### src/rtl/pipe_credit_fifo.sv
// rtl/pipe_credit_fifo.sv - credit-gated receive FIFO behind a fixed-latency non-stallable pipeline (optional PIPE_CREDIT_FIFO_ERR_CHECK_EN adds sticky err)
module pipe_credit_fifo #(
    parameter int WIDTH   = 4,
    parameter int DEPTH   = 8,
    parameter int LATENCY = 4
) (
    input  logic                     CLK,
    input  logic                     ASYNCRESETN,
    input  logic                     launch,
    output logic                     credit_ok,
    input  logic [WIDTH-1:0]         I,
    input  logic                     I_valid,
    output logic [WIDTH-1:0]         O,
    output logic                     O_valid,
    input  logic                     O_ready,
`ifdef PIPE_CREDIT_FIFO_ERR_CHECK_EN
    output logic [$clog2(DEPTH):0]   count,
    output logic                     err
`else
    output logic [$clog2(DEPTH):0]   count
`endif
);

    localparam int AW = $clog2(DEPTH);
    localparam int CW = AW + 1;
    localparam int FW = $clog2(LATENCY + 1);
    localparam int SW = CW + 1;

    logic [WIDTH-1:0] mem [DEPTH];
    logic [AW-1:0]    rd_ptr;
    logic [AW-1:0]    wr_ptr;
    logic [FW-1:0]    inflight;
    logic [SW-1:0]    reserved;
    logic             full;
    logic             pop;
    logic             push;
    logic             inc_inflight;
    logic             dec_inflight;

    // Reserved slots = stored words plus words still travelling through the pipeline.
    always_comb begin
        reserved     = {1'b0, count} + SW'(inflight);
        credit_ok    = reserved < SW'(DEPTH);
        full         = count == CW'(DEPTH);
        O_valid      = count != '0;
        O            = mem[rd_ptr];
        pop          = O_valid && O_ready;
        // A pop on a full FIFO frees the slot the arriving word needs.
        push         = I_valid && (!full || pop);
        inc_inflight = launch && credit_ok;
        // Guard against an I_valid with nothing launched (forced input) wrapping the counter.
        dec_inflight = I_valid && (inflight != '0);
    end

    // Storage write; contents are intentionally not reset.
    always_ff @(posedge CLK) begin
        if (push) begin
            mem[wr_ptr] <= I;
        end
    end

    // Pointers and occupancy; pointers wrap naturally because DEPTH is a power of two.
    always_ff @(posedge CLK or negedge ASYNCRESETN) begin
        if (!ASYNCRESETN) begin
            rd_ptr <= '0;
            wr_ptr <= '0;
            count  <= '0;
        end else begin
            if (push) begin
                wr_ptr <= wr_ptr + AW'(1);
            end
            if (pop) begin
                rd_ptr <= rd_ptr + AW'(1);
            end
            case ({push, pop})
                2'b10:   count <= count + CW'(1);
                2'b01:   count <= count - CW'(1);
                default: count <= count;
            endcase
        end
    end

    // Words launched but not yet arrived; a launch without credit is not counted.
    always_ff @(posedge CLK or negedge ASYNCRESETN) begin
        if (!ASYNCRESETN) begin
            inflight <= '0;
        end else begin
            case ({inc_inflight, dec_inflight})
                2'b10:   inflight <= inflight + FW'(1);
                2'b01:   inflight <= inflight - FW'(1);
                default: inflight <= inflight;
            endcase
        end
    end

`ifdef PIPE_CREDIT_FIFO_ERR_CHECK_EN
    // Sticky protocol-violation flag: launch without credit, or an arriving word dropped on full.
    always_ff @(posedge CLK or negedge ASYNCRESETN) begin
        if (!ASYNCRESETN) begin
            err <= 1'b0;
        end else if ((launch && !credit_ok) || (I_valid && !push)) begin
            err <= 1'b1;
        end
    end
`endif

endmodule

### config.mk
export PLATFORM = sky130hd
export DESIGN_NAME = pipe_credit_fifo
export DESIGN_NICKNAME = d
export VERILOG_FILES = /design/src/rtl/pipe_credit_fifo.sv
export SDC_FILE = /design/constraint.sdc
export NUM_CORES = 1
export LEC_CHECK = 0
export ABC_AREA = 1
export CORE_ASPECT_RATIO = 0.75
export CORE_MARGIN = 1
export CORE_UTILIZATION = 45
export DETAILED_ROUTE_END_ITERATION = 16
export PLACE_DENSITY_LB_ADDON = 0.05
export SETUP_SLACK_MARGIN = 0.15
export SLEW_MARGIN = 20
export SYNTH_ARGS = -nofsm -noshare
export SYNTH_HDL_FRONTEND = slang
export SYNTH_SLANG_ARGS = --single-unit
export TNS_END_PERCENT = 50
### constraint.sdc
create_clock -name CLK -period 2.8 [get_ports CLK]
set_clock_uncertainty 0.2 [all_clocks]
set_input_delay 0.28 -clock CLK [delete_from_list [all_inputs] [get_ports CLK]]
set_output_delay 0.28 -clock CLK [all_outputs]
set_load 0.005 [all_outputs]
==> results.py <==
metrics = {
    "run_status": {
        "outcome": "finished, final reports clean",
    },
    "die": {
        "rows": 21,
        "die-area_mm2": 0.00497,
        "initial_utilization_pct": 47.0,
        "die_y_um": 61.3,
        "core_area_mm2": 0.00449,
        "die-width_um": 81.1,
        "floorplan.io_pins": 19,
    },
    "synthesis": {
        "dominantRegCellSynth": "edfxtp_1",
        "synth-async-reset-ratio_pct": 28.9,
        "ys_top_cells_by_count": "34 x nand2_1, 32 x edfxtp_1, 27 x nor2_1",
        "synth-edff-count": 32,
        "most_common_cell_in_the_netlist": "nand2_1",
        "synth_fp_nets": 210,
        "synth_top_cells_by_area": "edfxtp_1 45%, dfrtp_1 15%, nand2_1 6.0%",
        "synth.yosys.seq_area_share_pct": 60.9,
        "synthesis.area_per_instance_um2": 11.0,
        "synth_area_mm2": 0.00211,
        "synth_warnings": 0,
        "synth_cells": 192,
        "netlist.area_leader.share_pct": 45.5,
        "synth.distinct_cells": 26,
        "synth-seq-cells": 45,
        "synth_top_cell_by_area": "edfxtp_1",
    },
    "hold_path": {
        "classification_of_the_worst_slack_hold_path": "in2async",
    },
    "worst_setup_path": {
        "regToRegEndpoint": "inflight[1]$_DFFE_PN0P_",
        "regToRegStartpoint": "count[1]$_DFFE_PN0P_",
        "worst_r2r_path_depth": 9,
        "critical_path_class": "reg2out",
        "crit_path_max_fanout": 6,
        "critical_path.endpoint_type": "output port",
        "setup.reg_to_reg.worst_slack_ns": 0.38,
        "timing.critical_path.from_type": "flip-flop",
        "cp_data_required_time_ns": 2.32,
        "cp.arrival_ns": 2.01,
    },
    "detailed_routing": {
        "dr.pass1.iters": 4,
        "dr_total_vias": 1380,
        "detail_route.drc_violations": 0,
        "postRouteAntennaNets": 0,
        "detail_route.wirelength_um": 3940,
        "detail_route.wl_per_cell_um": 14.5,
        "initialDrtViolationCount": 93,
        "via_per_inst": 5.07,
    },
    "placement": {
        "hpwlAfterDp_um": 2960,
        "io_buffer_count": 18,
        "placed_cells": 264,
        "place_congestion": 0.754,
    },
    "cts": {
        "clk_pin_slew_worst_paths_ns": 0.08,
        "cts_tree": "yes",
        "post_cts_resized": 0,
        "clock_tree.root_cell": "clkbuf_8",
        "clock_path_buffers": 2,
        "cts_hold_buffers": 0,
        "cts-buffers-inserted": 5,
        "clock_latency_ns": 0.28,
        "post-cts-setup-buffers": 0,
        "cts.sinks": 45,
        "cts_max_level": 2,
    },
    "timing": {
        "setup_violations": 0,
        "unrepaired_setup_endpoints_after_global_routing": "no",
        "final.setup.tns_ns": 0,
        "period_needed_ns": 2.49,
        "timing.final.crit_share_pct": 89.0,
        "timing_hold_violations_final": 0,
        "max_freq_ghz": 0.401,
        "slew-limit-headroom_pct": 59.7,
        "worst_slew_pin_slew_ns": 0.602,
        "finalMaxSlewViolations": 0,
    },
    "power": {
        "intPower_mw": 1.63,
        "power_frac_seq_pct": 40.6,
        "p_switching_uw": 923,
        "clock_power_share_pct": 18.2,
        "p_comb_share_pct": 41.2,
        "vdd_drop_max_mv": 0.472,
        "netSwitchingFraction_pct": 36.1,
        "power.static_leakage_nw": 0.998,
        "power.density_mw_per_mm2": 1040,
    },
    "global_routing": {
        "grt_pass1_wl_um": 6490,
        "grt_start_max_net_pins": 19,
        "first_global_vias": 1336,
        "number_of_antenna_violations_at_the_first_check_in_global_routing": 0,
        "global_route.usage.total_pct": 18.4,
        "grt_overflow": 0,
    },
    "finish": {
        "antenna_cells_inserted": 0,
        "drive_gt1_share_pct": 8.84,
        "num-nets-final": 232,
        "postLayoutCoreUtil_pct": 54.8,
        "flow.area_growth_from_synthesis_pct": 16.5,
        "instances_no_fill": 272,
    },
    "flow_run": {
        "cap_viol_max_count": 0,
    },
}
[worst max-delay path by stage]
stage	startpoint	end	cells after the start
after global placement	count[1]$_DFFE_PN0P_	inflight[1]$_DFFE_PN0P_	9
after floorplan	count[1]$_DFFE_PN0P_	inflight[1]$_DFFE_PN0P_	9
final	count[1]$_DFFE_PN0P_	credit_ok	5
after CTS	count[1]$_DFFE_PN0P_	credit_ok	5
after detailed placement	count[1]$_DFFE_PN0P_	inflight[1]$_DFFE_PN0P_	9
after global routing	count[1]$_DFFE_PN0P_	credit_ok	5
[power groups by stage]
stage                     combinational [mW]  sequential [mW]  clock, mW
after floorplan                        0.712            0.990          0
after global placement                  1.02             1.04          0
after detailed placement                1.06             1.05          0
after CTS                               1.07             1.03      0.481
after global routing                    1.22             1.07      0.502
final                                   1.05             1.04      0.464
[cells in the final DEF, fill, tap and decap left out, types with 2 or more instances in the layout]
| cell | n |
|---|---|
| nand3_1 | 6 |
| dfrtp_1 | 11 |
| clkbuf_8 | 5 |
| xnor2_1 | 2 |
| o21ai_0 | 20 |
| mux2i_1 | 4 |
| clkdlybuf4s50_1 | 18 |
| nor2_1 | 27 |
| a21oi_1 | 3 |
| inv_1 | 17 |
| edfxtp_1 | 32 |
| dfrtp_2 | 2 |
| nand2_4 | 3 |
| ha_1 | 7 |
| nand2_1 | 34 |
| o22ai_1 | 4 |
| fa_1 | 2 |
| xor2_1 | 5 |
[registers in the layout, indices dropped and copies added (netlist names)]
| name | count |
|---|---|
| count | 4 |
| inflight | 3 |
| mem | 32 |
| rd_ptr | 3 |
| wr_ptr | 3 |
[critical path: stages (launching register included)]
cell,delay [ns]
dfrtp_2,0.46
ha_1,0.30
nand3_1,0.08
nand2_1,0.06
a211oi_1,0.26
clkdlybuf4s50_1,0.56
[layout make-up]
type                            instances  area, um^2
Multi-Input combinational cell        125         736
Clock inverter                          3        41.3
Sequential cell                        45        1290
Inverter                               18        67.6
Fill cell                             381        2030
Timing Repair Buffer                   19         188
Clock buffer                            5        68.8
Tap cell                               57        71.3
[logic make-up after synthesis]
group / synth area share, %
AND/OR/NAND/NOR: 16.2
multiplexers: 2.43
buffers and inverters: 4.27
adder cells (fa/ha/maj): 6.04
XOR/XNOR: 2.90
flip-flops: 60.9
AO/OA/AOI/OAI: 7.29
[per-layer routing]
| layer | GRT usage, % | vias up | wire length, um | share of wire, % |
|---|---|---|---|---|
| li1 | - | 694 | - | - |
| met1 | 26.8 | 659 | 1960 | 50 |
| met2 | 27.5 | 23 | 1770 | 45 |
| met3 | 4.59 | 4 | 175 | 4.4 |
| met4 | 5.61 | 0 | 31 | 0.79 |
| met5 | 0 | - | 0 | 0 |
[per-stage QoR]
step / total power, mW / area [um^2] / hold slack [ns] / setup WS (ns)
2_1_floorplan: 1.70 / 2110 / -0.216 / 0.500
3_3_place_gp: 2.06 / 2350 / 0.296 / 0.393
3_5_place_dp: 2.11 / 2350 / 0.298 / 0.352
4_1_cts: 2.58 / 2460 / 0.182 / 0.241
5_1_grt: 2.78 / 2460 / 0.200 / 0.151
6_report: 2.56 / 2460 / 0.171 / 0.308
Note: power is estimated with default switching activity, not from simulation.
==> edit: new RTL, same flow settings <==
Register the output `count` once more, cleared by the reset; this adds one clock of latency there. The other outputs are not delayed to match.
--- a/src/rtl/pipe_credit_fifo.sv
+++ b/src/rtl/pipe_credit_fifo.sv
@@ -27,4 +27,6 @@
     localparam int SW = CW + 1;
 
+    logic [$clog2(DEPTH):0] count_s0;
+
     logic [WIDTH-1:0] mem [DEPTH];
     logic [AW-1:0]    rd_ptr;
@@ -40,8 +42,8 @@
     // Reserved slots = stored words plus words still travelling through the pipeline.
     always_comb begin
-        reserved     = {1'b0, count} + SW'(inflight);
+        reserved     = {1'b0, count_s0} + SW'(inflight);
         credit_ok    = reserved < SW'(DEPTH);
-        full         = count == CW'(DEPTH);
-        O_valid      = count != '0;
+        full         = count_s0 == CW'(DEPTH);
+        O_valid      = count_s0 != '0;
         O            = mem[rd_ptr];
         pop          = O_valid && O_ready;
@@ -65,5 +67,5 @@
             rd_ptr <= '0;
             wr_ptr <= '0;
-            count  <= '0;
+            count_s0 <= '0;
         end else begin
             if (push) begin
@@ -74,7 +76,7 @@
             end
             case ({push, pop})
-                2'b10:   count <= count + CW'(1);
-                2'b01:   count <= count - CW'(1);
-                default: count <= count;
+                2'b10:   count_s0 <= count_s0 + CW'(1);
+                2'b01:   count_s0 <= count_s0 - CW'(1);
+                default: count_s0 <= count_s0;
             endcase
         end
@@ -105,4 +107,12 @@
 `endif
 
+    always_ff @(posedge CLK or negedge ASYNCRESETN) begin
+        if (!ASYNCRESETN) begin
+            count <= '0;
+        end else begin
+            count <= count_s0;
+        end
+    end
+
 endmodule
 
Formal check against the unedited RTL: not equivalent (Yosys sat finds a counterexample within 4 cycles, from zero or initial values and one cycle with ASYNCRESETN low).
==> edit against the unedited design <==
Combinational power increased by 5%. Sequential cell count increased by 4. Routed wire length increased by 6.6%. Utilization increased by 1.6 points. Design area increased by 5.4%. Sequential power increased by 9.6%. Setup slack got worse by 0.011 ns. Total power increased by 8.0%. Count of clock-buffer cells in the layout increased by 1. Register-to-register slack improved by 0.04 ns. Area after synthesis increased by 4.7%. Critical path type unchanged. Highest routed layer unchanged.
==> edit: results (changes against the unedited design) <==
outcome = completed
Multi-input gate area = 741 um^2 (+0.68%)
Yosys cell types = 26 (unchanged)
fraction of the yosys area taken by sequential cells = 0.627 (+0.0177)
detailed-routed wire length on met3 = 227 um (+30%)
GRT Total Usage = 0.174 (-0.0107)
post-route met1 wirelength = 2150 um (+10%)
insertion delay of the later-clocked pin in the worst-skew pair = 0.30 ns (+0.02 ns)
non-clock buffering overhead in the final layout = 0.0781 (+0.00189)
CTS buffer count = 5 (unchanged)
Regs by FF count = mem (32), count (4), count_s0 (4)
Total Nets Final = 238 (+2.6%)
starting DRC count in detailed routing = 170 (+83%)
max layer used = met4
Final HPWL DP = 3050 um (+3.2%)
gpl congestion = 0.787 (+4.3%)
fraction of area in multi-input gates = 0.286 (-0.0134)
global-route track usage on met2 = 0.242 (-0.0331)
first-pass GRT wire length = 6810 um (+5.0%)
post-synthesis compound-gate area fraction = 0.0696 (-0.00330)
Clock Buffer Count = 6 (+1)
combinational family with the most area after synthesis = simple AND/OR/NAND/NOR gates
share of layout cells above drive strength 1 = 0.104 (+0.0157)
worst slew pin tran = 0.793 ns (+0.191 ns)
register area = 1390 um^2 (+7.7%)
switching power of the nets = 985 uW (+6.7%)
worst slack after detailed placement = 0.346 ns (-0.00520 ns)
ys async rst share = 0.347 (+0.0580)
multiplexer share of the synthesized area = 0.0232 (-0.00110)
multi-input gates = 125 (unchanged)
switch share = 0.357 (-0.00407)
via count normalized by instance count = 5.20 (+2.5%)
Sinks on Clock Net = 49 (+8.9%)
synthesized area divided by synthesized cell count = 11.3 um^2 (+2.6%)
average detailed-routed wire length per instance = 15.1 um (+4.3%)
Clock buffers and inverters, area share = 0.0463 (+0.00157)
Placed Instance Area = 2450 um^2 (+4.3%)
most used standard cells in the synthesized netlist = nand2_1, edfxtp_1, nor2_1
dominant cells by area after synthesis = edfxtp_1, dfrtp_1, nand2_1
placed cell count = 268 (+1.5%)
Filler cells = 377 (-1.0%)
Lkg Pwr = 0.00106 uW (+5.9%)
maximum VDD drop = 517 uV (+9.5%)
xor and xnor area share after synthesis = 0.0277 (-0.00131)
met3 Usage GRT = 0.0436 (-0.00233)
Clock group = 516 uW (+11%)
adder and majority cell fraction of the synthesized area = 0.0577 (-0.00273)
maximum root-to-sink buffer count = 2 (unchanged)
critical path fanouts, max = 8 (+2)
Signal buffers = 21 (+2)
combinational share of power = 0.399 (-0.013)
Global Route met1 Usage = 0.267 (-0.00145)
detailed route wirelength on metal2 = 1770 um (about the same)
fin cells = 278 (+2.2%)
slowest stage delay, CP = 0.49 ns (-0.07 ns)
width of the die = 83.0 um (+2.3%)
net count after synthesis = 214 (+1.9%)
via count of the first global-routing pass = 1362 (+1.9%)
## edit: repair_timing
| item | 4_1_cts | 5_1_grt |
|---|---|---|
| setup buffers | 0 | 2 |
| gates resized for setup | 0 | 3 |
| endpoints found under the setup margin | 0 | 5 |
## edit: cells by family after synthesis
| logic type | count (synthesis) |
|---|---|
| xor gates and xnor gates | 7 |
| adders and majority gates | 9 |
| muxes | 5 |
| DFF | 49 |
| AOI/OAI and AO/OA | 29 |
| and+or+nand+nor | 75 |
| buffers and inverters | 22 |
## edit: worst paths after layout
path                             start           to  slack (ns)  cells after the start
max                          rd_ptr[0]         O[2]        0.30                      7
min                        ASYNCRESETN    rd_ptr[1]        0.24                      1
max reg2reg                count_s0[1]  inflight[1]        0.42                      9
min reg2reg                inflight[0]  inflight[0]        0.31                      1
max in group asynchronous  ASYNCRESETN    rd_ptr[0]        1.62                      1
min in group CLK           inflight[0]  inflight[0]        0.31                      1
